File: src/rtl/mips_pipe_pkg.sv
// Shared definitions for the 5-stage MIPS pipeline: next-PC select codes,
// datapath width and the bubble encoding.
package mips_pipe_pkg;

    localparam int DATA_W = 32;

    typedef enum logic [2:0] {
        PCSRC_SEQ = 3'd0,
        PCSRC_BR  = 3'd1,
        PCSRC_J   = 3'd2,
        PCSRC_JR  = 3'd3,
        PCSRC_EXC = 3'd4
    } pcsrc_e;

    // sll $0,$0,0 -- decode treats a bubble as an ordinary no-op
    localparam logic [DATA_W-1:0] NOP_INSTR = 32'h0000_0000;

endpackage

File: src/rtl/if_fetch_stage_if.sv
// Instruction-memory port of the fetch stage.
// Handshake: imem_addr is offered every cycle; imem_rdata is consumed only in a
// cycle where imem_ready=1, otherwise the fetch is retried at the same address.
interface if_fetch_stage_if;
    import mips_pipe_pkg::*;

    logic [DATA_W-1:0] imem_addr;
    logic [DATA_W-1:0] imem_rdata;
    logic              imem_ready;

    modport master (output imem_addr, input imem_rdata, input imem_ready);
    modport slave  (input imem_addr, output imem_rdata, output imem_ready);

endinterface

File: src/rtl/if_id_reg.sv
// IF/ID pipeline register: hold has priority over bubble, bubble over load.
// fetch_count counts words actually accepted into IF/ID.
module if_id_reg
    import mips_pipe_pkg::*;
(
    input  logic              clk,
    input  logic              reset,
    input  logic              load_en,
    input  logic              bubble,
    input  logic [DATA_W-1:0] instr,
    input  logic [DATA_W-1:0] pc_plus4,
    output logic [DATA_W-1:0] IF_ID_instr,
    output logic [DATA_W-1:0] IF_ID_PCplus4,
    output logic              IF_ID_valid,
    output logic [DATA_W-1:0] fetch_count
);

    always_ff @(posedge clk) begin
        if (reset) begin
            IF_ID_instr   <= NOP_INSTR;
            IF_ID_PCplus4 <= '0;
            IF_ID_valid   <= 1'b0;
            fetch_count   <= '0;
        end else if (load_en) begin
            if (bubble) begin
                IF_ID_instr   <= NOP_INSTR;
                IF_ID_PCplus4 <= '0;
                IF_ID_valid   <= 1'b0;
            end else begin
                IF_ID_instr   <= instr;
                IF_ID_PCplus4 <= pc_plus4;
                IF_ID_valid   <= 1'b1;
                fetch_count   <= fetch_count + 1'b1;
            end
        end
    end

endmodule

File: src/rtl/if_fetch_stage.sv
// Instruction-fetch stage: PC register, next-PC selection with a one-deep
// pending-redirect slot for redirects that arrive during a PC stall.
module if_fetch_stage
    import mips_pipe_pkg::*;
#(
    parameter logic [DATA_W-1:0] RESET_PC   = 32'h0000_0000,
    parameter logic [DATA_W-1:0] EXC_VECTOR = 32'h8000_0004
) (
    input  logic                clk,
    input  logic                reset,
    input  logic                PCWrite,
    input  logic                IF_Flush,
    input  logic                IF_IDWrite,
    input  logic [2:0]          PCSrc,
    input  logic [DATA_W-1:0]   BranchTarget,
    input  logic [DATA_W-1:0]   JumpTarget,
    input  logic [DATA_W-1:0]   JrTarget,
    if_fetch_stage_if.master    imem,
    output logic [DATA_W-1:0]   pc,
    output logic [DATA_W-1:0]   IF_ID_instr,
    output logic [DATA_W-1:0]   IF_ID_PCplus4,
    output logic                IF_ID_valid,
    output logic [DATA_W-1:0]   fetch_count,
    output logic                redir_pend
);

    logic [DATA_W-1:0] pc_plus4;
    logic [DATA_W-1:0] redir_tgt;
    logic [DATA_W-1:0] target;
    logic              redir;

    assign pc_plus4       = pc + 32'd4;
    assign imem.imem_addr = pc;

    // Codes 5-7 fall into the default arm and behave as sequential fetch
    always_comb begin
        redir  = 1'b1;
        target = pc_plus4;
        case (pcsrc_e'(PCSrc))
            PCSRC_BR:  target = BranchTarget;
            PCSRC_J:   target = JumpTarget;
            PCSRC_JR:  target = JrTarget;
            PCSRC_EXC: target = EXC_VECTOR;
            default:   redir  = 1'b0;
        endcase
    end

    // A pending redirect is older than any redirect arriving now, so it wins
    always_ff @(posedge clk) begin
        if (reset) begin
            pc         <= RESET_PC;
            redir_pend <= 1'b0;
            redir_tgt  <= '0;
        end else if (redir_pend && PCWrite) begin
            pc         <= redir_tgt;
            redir_pend <= 1'b0;
        end else if (redir && PCWrite) begin
            pc <= target;
        end else if (redir && !PCWrite && !redir_pend) begin
            redir_tgt  <= target;
            redir_pend <= 1'b1;
        end else if (PCWrite && imem.imem_ready) begin
            pc <= pc_plus4;
        end
    end

    if_id_reg u_if_id_reg (
        .clk           (clk),
        .reset         (reset),
        .load_en       (IF_IDWrite),
        .bubble        (!IF_Flush || redir_pend || !imem.imem_ready),
        .instr         (imem.imem_rdata),
        .pc_plus4      (pc_plus4),
        .IF_ID_instr   (IF_ID_instr),
        .IF_ID_PCplus4 (IF_ID_PCplus4),
        .IF_ID_valid   (IF_ID_valid),
        .fetch_count   (fetch_count)
    );

endmodule

File: src/flat_wrapper.sv
// flat-port wrapper written by rule: the top's interface ports become plain ports
module if_fetch_stage_flat import mips_pipe_pkg::*;
#(
    parameter logic [DATA_W-1:0] RESET_PC   = 32'h0000_0000,
    parameter logic [DATA_W-1:0] EXC_VECTOR = 32'h8000_0004
)
  (clk, reset, PCWrite, IF_Flush, IF_IDWrite, PCSrc, BranchTarget, JumpTarget, JrTarget, pc, IF_ID_instr, IF_ID_PCplus4, IF_ID_valid, fetch_count, redir_pend, imem_imem_addr, imem_imem_rdata, imem_imem_ready);
  if_fetch_stage_if imem_i ();
  input  logic clk;
  input  logic reset;
  input  logic PCWrite;
  input  logic IF_Flush;
  input  logic IF_IDWrite;
  input  logic [2:0] PCSrc;
  input  logic [DATA_W-1:0] BranchTarget;
  input  logic [DATA_W-1:0] JumpTarget;
  input  logic [DATA_W-1:0] JrTarget;
  output logic [DATA_W-1:0] pc;
  output logic [DATA_W-1:0] IF_ID_instr;
  output logic [DATA_W-1:0] IF_ID_PCplus4;
  output logic IF_ID_valid;
  output logic [DATA_W-1:0] fetch_count;
  output logic redir_pend;
  output wire logic [$bits(imem_i.imem_addr)-1:0] imem_imem_addr;
  input wire logic [$bits(imem_i.imem_rdata)-1:0] imem_imem_rdata;
  input wire logic [$bits(imem_i.imem_ready)-1:0] imem_imem_ready;
  assign imem_imem_addr = imem_i.imem_addr;
  assign imem_i.imem_rdata = imem_imem_rdata;
  assign imem_i.imem_ready = imem_imem_ready;
  if_fetch_stage #(.RESET_PC(RESET_PC), .EXC_VECTOR(EXC_VECTOR)) u_core (.clk(clk), .reset(reset), .PCWrite(PCWrite), .IF_Flush(IF_Flush), .IF_IDWrite(IF_IDWrite), .PCSrc(PCSrc), .BranchTarget(BranchTarget), .JumpTarget(JumpTarget), .JrTarget(JrTarget), .imem(imem_i), .pc(pc), .IF_ID_instr(IF_ID_instr), .IF_ID_PCplus4(IF_ID_PCplus4), .IF_ID_valid(IF_ID_valid), .fetch_count(fetch_count), .redir_pend(redir_pend));
endmodule
File: config.mk
export PLATFORM = sky130hd
export DESIGN_NAME = if_fetch_stage_flat
export DESIGN_NICKNAME = d
export VERILOG_FILES = /design/src/rtl/mips_pipe_pkg.sv /design/src/rtl/if_fetch_stage_if.sv /design/src/rtl/if_id_reg.sv /design/src/rtl/if_fetch_stage.sv /design/src/flat_wrapper.sv
export SDC_FILE = /design/constraint.sdc
export NUM_CORES = 1
export LEC_CHECK = 0
export ABC_AREA = 1
export CORE_ASPECT_RATIO = 0.75
export CORE_MARGIN = 2
export CORE_UTILIZATION = 35
export DETAILED_ROUTE_END_ITERATION = 6
export SLEW_MARGIN = 20
export SYNTH_ARGS = -nofsm -noshare
export SYNTH_HDL_FRONTEND = slang
export SYNTH_HIERARCHICAL = 1
export SYNTH_SLANG_ARGS = --single-unit
File: constraint.sdc
create_clock -name clk -period 2.9 [get_ports clk]
set_clock_uncertainty 0.1 [all_clocks]
set_input_delay 0.725 -clock clk [delete_from_list [all_inputs] [get_ports clk]]
set_output_delay 0.725 -clock clk [all_outputs]
set_load 0.05 [all_outputs]
* Yosys cells after proc, flatten, opt, wreduce, memory -nomap -nowiden
Cells that the tools add are included.
** Word-level totals
- Register bits :: 162
- Output and inout bits :: 162
- Bits of input ports :: 137
- Word-level logic and storage cells :: 44
** Operators by class
- Muxes and demuxes :: 9
- Equality and inequality tests :: 5
- $add $sub $neg :: 2
- Bitwise logic cells :: 3
- Reduce and logical (&&, ||, !) cells :: 18
** Operators with widths (number)
- 2-to-1 mux 32 bit :: 6
- one-hot mux 32 bit (4 select lines) :: 1
- adder 32 x 1 -> 32 bit, second input constant :: 1
- adder 32 x 3 -> 32 bit, second input constant :: 1
- equality test 3 x 2 -> 1 bit, second input constant :: 2
- AND reduction 2 bit :: 3
- logical AND 1 bit :: 5
- logical NOT 1 bit :: 4
- OR reduction 4 bit :: 1
- equality test 3 x 1 -> 1 bit, second input constant :: 1
- equality test 3 bit, second input constant :: 1
- inequality test 3 x 1 -> 1 bit, second input constant :: 1
- inverter 1 bit :: 3
- AND reduction 3 bit :: 1
- nonzero test 3 bit :: 1
- logical OR 1 bit :: 2
- 2-to-1 mux 1 bit :: 2
- OR reduction 2 bit :: 1

* Depth between registers and ports, before layout
Gate-level depths: netlist of run 1.
- Depth in word-level cells :: 8
- Gate-level depth with buffers :: 13
- Mapped depth without buffers :: 11

* Hierarchy
The synthesis of run 1 kept the hierarchy.
** Modules (own cells, without submodules)
- if_fetch_stage :: area an instance 4737.0 um^2, seq. area each 1301.2 um^2, cells each 829, instances 1
- if_id_reg :: area an instance 4093.9 um^2, seq. area each 1941.9 um^2, cells each 572, instances 1

* Worst setup path before layout of run 1
No wires, ideal clock.
- Path type :: register to register
- From :: register u_core.pc[2], in the netlist u_core/imem.imem_addr[2]
- To :: register u_core.pc[28], in the netlist u_core/imem.imem_addr[28]
- Required time :: 2.680 ns
- Buffers on the path :: 0
- Setup slack :: 0.808 ns
- Clock period less this slack :: 2.092 ns
- Cell stages (with the launch flop) :: 11
- Library setup time :: 0.120 ns
- Arrival time :: 1.871 ns
- Cell sequence :: dfxtp_1 > ha_1 > nand2_1 > nor2_2 > nand2_1 > nor2_1 > nand2_1 > nand2_1 > nand3_1 > nand2_1 > a21oi_1
** Between the ends
- Word-level cells in the longest chain between the ends :: 5
- Elaborated cells between the ends (all ways) :: 6
- Classes of those cells :: add/sub (1); mux (5)
** Ends and longest elaborated chain
- start: declaration :: line if_fetch_stage.sv:19 : output logic [DATA_W-1:0] pc,
- start signal: assignment :: line if_fetch_stage.sv:55 : pc <= redir_tgt;
- start signal: assignment :: line if_fetch_stage.sv:58 : pc <= target;
- start signal: assignment :: line if_fetch_stage.sv:63 : pc <= pc_plus4;
- adder 32 x 3 -> 32 bit * :: line if_fetch_stage.sv:32 : assign pc_plus4 = pc + 32'd4;
- 2-to-1 mux 32 bit :: line if_fetch_stage.sv:62 : end else if (PCWrite && imem.imem_ready) begin
- 2-to-1 mux 32 bit :: line if_fetch_stage.sv:59 : end else if (redir && !PCWrite && !redir_pend) begin
- 2-to-1 mux 32 bit * :: line if_fetch_stage.sv:57 : end else if (redir && PCWrite) begin
- 2-to-1 mux 32 bit * :: line if_fetch_stage.sv:54 : end else if (redir_pend && PCWrite) begin
Mark *: on every way between the ends. The rest lies on a longest branch, timed or not. The select of a mux whose other input is x is not followed.
A chain may end at the register's enable or synchronous reset.

* Worst setup path in the final report of run 1
- From :: register u_core.pc[25], in the netlist u_core/imem.imem_addr[25]
- To :: output pc[25]
** RTL lines
- end: declaration :: line flat_wrapper.sv:18 : output logic [DATA_W-1:0] pc;
No word-level cell between the ends.

==> results of run 1 <==
==> sequential cells by signal, summed over array words and instances (netlist names) <==
name                              cells
u_core/u_if_id_reg/IF_ID_PCplus4     32
u_core/u_if_id_reg/IF_ID_valid        1
u_core/imem.imem_addr                32
u_core/u_if_id_reg/IF_ID_instr       32
u_core/redir_tgt                     32
u_core/redir_pend                     1
u_core/u_if_id_reg/fetch_count       32
==> worst register-to-register path, delay by kind of cell, from the launching register on <==
family          cells  cell delay (ns)
simple gates        7             1.28
compound gates      1             0.13
fa+ha+maj           1             0.28
flops               1             0.50
==> metrics by stage <==
step	setup WS [ns]	util, %
global route	0.120	50.3
CTS	0.154	50.3
finish	0.163	50.3
global placement	0.149	48.0
detailed placement	0.0900	48.0
floorplan	0.808	-
==> cells in the mapped netlist (all sizes together), types with 3 or more instances <==
master / number / area [sq um]
inv: 123 / 462
clkinv: 3 / 11.3
and2: 7 / 43.8
clkbuf: 27 / 103
xnor2: 4 / 35.0
o21a: 3 / 22.5
xor2: 6 / 52.6
nand2: 455 / 1720
nor3: 11 / 82.6
buf: 65 / 424
nand3: 107 / 566
dfxtp: 162 / 3240
o21ai: 71 / 355
a21oi: 151 / 756
o211ai: 3 / 22.5
nor2: 176 / 748
nand4: 15 / 93.8
==> placed cells by master, fill, tap and decap left out, types with 2 or more instances in the layout <==
cell             count
a21oi_1            151
a31oi_1              2
and2_1               7
buf_12               5
buf_4               20
bufinv_16            2
clkbuf_1             5
clkbuf_16           17
clkbuf_8             4
clkdlybuf4s50_1    297
clkinv_1             2
dfxtp_1            162
ha_1                 2
inv_1              115
inv_2                9
nand2_1            452
nand2_2              3
nand3_1            101
nand3_2              6
nand3b_1             2
nand4_1             15
nor2_1             159
nor2_2               8
nor2_4               9
nor3_1               8
nor3_4               2
nor3b_1              2
o211ai_1             3
o21a_1               3
o21ai_0             68
o21ai_1              3
o22ai_1              2
xnor2_1              4
xor2_1               6
==> power by group <==
part           switching [W]  internal, W
Combinational       0.000778     0.000491
Sequential          0.000112      0.00232
Clock               0.000898      0.00135
==> area by class of cell <==
type / count / area [sq um]
clock buffer: 26 / 499
inverter: 126 / 473
fill: 2528 / 12400
multi-input combinational: 1021 / 4590
sequential: 162 / 3240
timing repair buffer: 322 / 3220
tap: 338 / 423
clock inverter: 4 / 73.8
==> how the worst max path moves through the flow <==
stage	endpoint	slack, ns	cells after the start
final	pc[25]	0.16	1
after global placement	u_core/imem.imem_addr[31]$_SDFFE_PP0P_	0.15	11
after CTS	pc[25]	0.15	1
after global routing	imem_imem_addr[25]	0.12	1
after floorplan	u_core/imem.imem_addr[28]$_SDFFE_PP0P_	0.81	10
after detailed placement	u_core/imem.imem_addr[31]$_SDFFE_PP0P_	0.09	11
==> cell families after synthesis <==
logic type	share of synthesized area, %
adders and majority gates	0.283
xor gates and xnor gates	0.992
buffers and inverters	11.3
DFF	36.7
AOI/OAI and AO/OA	13.5
and+or+nand+nor	37.1
==> layer usage <==
layer	track usage [%]	part of all wire, %	up-vias
met3	5.42	7.2	16
li1	-	-	4929
met1	32.4	49	4572
met2	35.9	43	321
met5	0	0	-
met4	5.01	0.84	0
==> summary.md, run 1 <==
| Metric | Value |
|---|---|
| Status | `completed` |
| Family with the most delay on the worst path | `buffers and inverters` |
| Buf/Inv on CP | `1` |
| Minimum hold slack | `0.349 ns` |
| First-pass GRT wire length | `48600 um` |
| Max-cap check violation count | `0` |
| Gate Count Post-Synth | `1401` |
| Worst rel slew slack | `59.3%` |
| CP arrival | `1.91 ns` |
| Layout area overhead | `41.8%` |
| Synth Register Bits | `162` |
| Clock sink count | `162` |
| Setup CP Type | `reg -> out` |
| Worst skew pair latency | `0.43 ns` |
| Worst-Margin Slew | `0.609 ns` |
| Critical R2R Launch | `u_core/imem.imem_addr[2]$_SDFFE_PP0P_` |
| Vias after detailed routing | `9838` |
| Hold Path Depth | `2` |
| Deepest clock path buffer count | `2` |
| IO Pins | `299` |
| Overall power | `0.00595 W` |
| GR Overflow Total | `0` |
| Post-route cell area | `0.0125 sq mm` |
| Mapped Nets | `1540` |
| HP Class | `reg -> reg` |
| Total GRT Usage | `23.0%` |
| Final Cycle Share | `94.4%` |
| Cells resized by post-CTS repair | `0` |
| Antenna violations before repair | `0` |
| Seq/Total Area, Yosys | `36.7%` |
| Static Leakage | `4.90 nW` |
| Final wirelength | `30600 um` |
| Final setup TNS | `0 ns` |
| Post-synth EDFFs | `0` |
| Avg Synthesized Cell Area | `6.30 sq um` |
| Hold endpoint | `u_core/redir_tgt[6]$_SDFFE_PP0P_` |
| CTS buffer count | `17` |
| Reg2Reg Setup Slack | `0.55 ns` |
| Setup crit end kind | `output pin` |
| Largest net degree at the start of global routing | `79` |
| Synth async-reset ratio | `0%` |
| Die ar. | `0.0265 sq mm` |
| CP startpoint | `u_core/imem.imem_addr[25]$_SDFFE_PP0P_` |
| Max Freq | `365 MHz` |
| Vias in the first global route | `9123` |
| Endpoints failing hold | `0` |
| CTS tree | `done` |
| Clk root buf | `clkbuf_16` |
| Slowest cell on the critical path | `clkdlybuf4s50_1` |
| Worst path cell trace | `clkdlybuf4s50_1` |
| Final setup fails | `0` |
| Antenna-violating nets left | `0` |
| IO buf count | `298` |
| Mapped Area | `0.00883 sq mm` |
| Hold_buf cts | `0` |
| Hold Startpoint | `u_core/redir_tgt[6]$_SDFFE_PP0P_` |
| End of the worst register-to-register path | `u_core/u_if_id_reg/IF_ID_PCplus4[20]$_SDFFE_PP0P_` |
| Max-slew violation count | `0` |
| Cell Rows | `50` |
| RSZ-0062 raised after global routing | `no` |
| RePlAce Congestion | `0.886` |
| Yosys cell types | `36` |
| Die Height | `142 um` |
| N_diodes | `0` |
| Main synth FF type | `dfxtp_1` |
| Die width | `187 um` |
| Core ar. | `0.0249 sq mm` |
| Register-to-Register Path Depth | `9` |
| Vias per cell | `4.92` |
| Routed WL per cell | `15.3 um` |
| Post-detail-place hpwl | `22700 um` |
| CP max stage delay | `0.89 ns` |
| Ys Warns | `6` |
| Required @ worst endpoint | `2.08 ns` |
| Initial DRC Count | `708` |
| Worst vdd ir | `0.431 mV` |
| Max FO, Critical Path | `7` |
| Reg clk slew, reported paths | `0.06 ns` |
| PwrDens | `475 mW/mm^2` |
| Drt drc | `0` |
| Proportion of layout cells with a drive suffix above 1 | `5.30%` |
| Placed cell count | `1969` |
| Crit path launch type | `register` |
| Max H-tree Level | `4` |
| Final min period | `2.74 ns` |
| Total iterations of the first detailed-routing run | `5` |
| Nets@finish | `1789` |
| Area after DPL | `0.0120 sq mm` |
| Post-CTS Repair Setup Buffers | `0` |
| Non-filler cells, final | `1999` |
| Starting Density | `35.5%` |
Power figures use the tool's default switching activity.
==> run 2, diff against run 1 <==
--- a/config.mk
+++ b/config.mk
@@ -10,6 +10,7 @@
 export CORE_MARGIN = 2
 export CORE_UTILIZATION = 35
 export DETAILED_ROUTE_END_ITERATION = 6
+export SETUP_SLACK_MARGIN = 0.15
 export SLEW_MARGIN = 20
 export SYNTH_ARGS = -nofsm -noshare
 export SYNTH_HDL_FRONTEND = slang
==> summary.md, run 2 (synthesized netlist as in run 1, its figures left out) <==
| Metric | Value |
|---|---|
| Status | `completed` |
| Largest net degree at the start of global routing | `79 (unchanged)` |
| Proportion of layout cells with a drive suffix above 1 | `5.30% (unchanged)` |
| Vias after detailed routing | `9826 (-0.12%)` |
| CTS buffer count | `17 (unchanged)` |
| Pre-CTS WS | `0.0900 ns (unchanged)` |
| Final worst slack | `0.235 ns (+0.0718 ns)` |
| IO Pins | `299 (unchanged)` |
| Final min period | `2.67 ns (-0.0718 ns)` |
| Routed WL per cell | `15.3 um (about the same)` |
| GR Overflow Total | `0 (unchanged)` |
| Final setup TNS | `0 ns (unchanged)` |
| Area after DPL | `0.0120 sq mm (unchanged)` |
| Nets@finish | `1789 (unchanged)` |
| Worst vdd ir | `0.425 mV (-1.4%)` |
| Vias per cell | `4.92 (-0.12%)` |
| Drt drc | `0 (unchanged)` |
| Minimum hold slack | `0.350 ns (+0.00147 ns)` |
| First-pass GRT wire length | `48600 um (unchanged)` |
| Core ar. | `0.0249 sq mm (unchanged)` |
| PwrDens | `475 mW/mm^2 (about the same)` |
| Worst skew pair latency | `0.43 ns (about the same)` |
| Max FO, Critical Path | `7 (unchanged)` |
| Number of fillers in the final layout | `2528 (unchanged)` |
| Total GRT Usage | `23.0% (unchanged)` |
| Clock sink count | `162 (unchanged)` |
| CP arrival | `1.84 ns (-0.07 ns)` |
| Setup CP Type | `reg -> out` |
| Antenna violations before repair | `0 (unchanged)` |
| Static Leakage | `4.94 nW (+0.94%)` |
| Max H-tree Level | `4 (unchanged)` |
| Final setup fails | `0 (unchanged)` |
| CTS tree | `done` |
| Worst path cell trace | `clkdlybuf4s50_1` |
| Commonest non-fill, non-tap cell in the layout | `nand2_1` |
| Layout area overhead | `41.9% (about the same)` |
| Final Cycle Share | `91.9% (-2.5 points)` |
| Final wirelength | `30600 um (about the same)` |
| N_diodes | `0 (unchanged)` |
| Worst rel slew slack | `59.4% (+0.15 points)` |
| Max-slew violation count | `0 (unchanged)` |
| Post-detail-place hpwl | `22700 um (unchanged)` |
| Post-route cell area | `0.0125 sq mm (about the same)` |
| Buf/Inv on CP | `1 (unchanged)` |
| Family with the most delay on the worst path | `buffers and inverters` |
| Vias in the first global route | `9123 (unchanged)` |
| CP max stage delay | `0.88 ns (about the same)` |
| Starting Density | `35.5% (unchanged)` |
| Hold_buf cts | `0 (unchanged)` |
| Total iterations of the first detailed-routing run | `5 (unchanged)` |
| Reg clk slew, reported paths | `0.06 ns (about the same)` |
| Commonest non-fill, non-tap cells in the layout | `nand2_1 (452), clkdlybuf4s50_1 (294), dfxtp_1 (162), nor2_1 (159), a21oi_1 (151)` |
| Die width | `187 um (unchanged)` |
| Cell Rows | `50 (unchanged)` |
| Antenna-violating nets left | `0 (unchanged)` |
| Endpoints failing hold | `0 (unchanged)` |
| Max Freq | `375 MHz (+2.7%)` |
| Slowest cell on the critical path | `clkdlybuf4s50_1` |
| Clk root buf | `clkbuf_16` |
| Deepest clock path buffer count | `2 (unchanged)` |
| Required @ worst endpoint | `2.08 ns (about the same)` |
| Crit path launch type | `register` |
| RSZ-0062 raised after global routing | `no` |
| Max-cap check violation count | `0 (unchanged)` |
| RePlAce Congestion | `0.886 (unchanged)` |
| Initial DRC Count | `698 (-1.4%)` |
| Die Height | `142 um (unchanged)` |
| Die ar. | `0.0265 sq mm (unchanged)` |
| IO buf count | `298 (unchanged)` |
| Setup crit end kind | `output pin` |
| Worst-Margin Slew | `0.607 ns (-0.00228 ns)` |
| HP Class | `reg -> reg` |
==> run 2: cell count changes in the layout (fill, tap and decap cells not counted), sizes merged <==
cell	delta
clkdlybuf4s50	-3
dlymetal6s2s	+3
==> run 2: worst reg2reg max path: stages, from the launching register on <==
cell,delay [ns]
dfxtp_1,0.50
ha_1,0.28
nand2_1,0.08
nor2_2,0.16
nand2_1,0.22
nor2_1,0.44
nand3b_1,0.16
nand2_1,0.14
nand2_1,0.06
a21oi_1,0.13
==> run 2: repair_timing <==
item | 4_1_cts | 5_1_grt
setup endpoints to repair | 0 | 3
buffers inserted | 0 | 0
gates resized for setup | 0 | 3
==> run 2: final timing paths <==
kind / start / endpoint / slack [ns] / depth (start not counted)
max: u_core/imem.imem_addr[21]$_SDFFE_PP0P_ / pc[21] / 0.23 / 1
min: u_core/redir_tgt[6]$_SDFFE_PP0P_ / u_core/redir_tgt[6]$_SDFFE_PP0P_ / 0.35 / 2
max reg2reg: u_core/imem.imem_addr[2]$_SDFFE_PP0P_ / u_core/u_if_id_reg/IF_ID_PCplus4[20]$_SDFFE_PP0P_ / 0.55 / 9
min reg2reg: u_core/redir_tgt[6]$_SDFFE_PP0P_ / u_core/redir_tgt[6]$_SDFFE_PP0P_ / 0.35 / 2
==> run 2: final cells by class <==
cell class	count	area, sq um	area share (%)
multi-input cells	1021	4590	36.6
flip-flops and latches	162	3240	25.9
repair buffers	322	3230	25.8
clock buffers	26	499	3.98
inverters	126	473	3.77
well taps	338	423	3.37
clock inverters	4	73.8	0.589
==> run 2: power breakdown <==
| part | internal [W] | switching, W |
|---|---|---|
| clock network | 0.00135 | 0.000897 |
| logic | 0.000490 | 0.000778 |
| registers | 0.00232 | 0.000112 |
==> run 2: metrics by stage <==
| step | utilization (%) | std cells | total power (W) |
|---|---|---|---|
| floorplan | - | 1401 | 0.00324 |
| global placement | 48.0 | 1969 | 0.00374 |
| detailed placement | 48.0 | 1969 | 0.00375 |
| CTS | 50.3 | 1999 | 0.00601 |
| global route | 50.3 | 1999 | 0.00623 |
| finish | 50.3 | 1999 | 0.00595 |
==> run 2: routing by layer <==
metal,track usage (%),routed length (um)
met4,5.01,257
met1,32.4,14700
met3,5.42,2240
met2,35.9,13300
met5,0,0
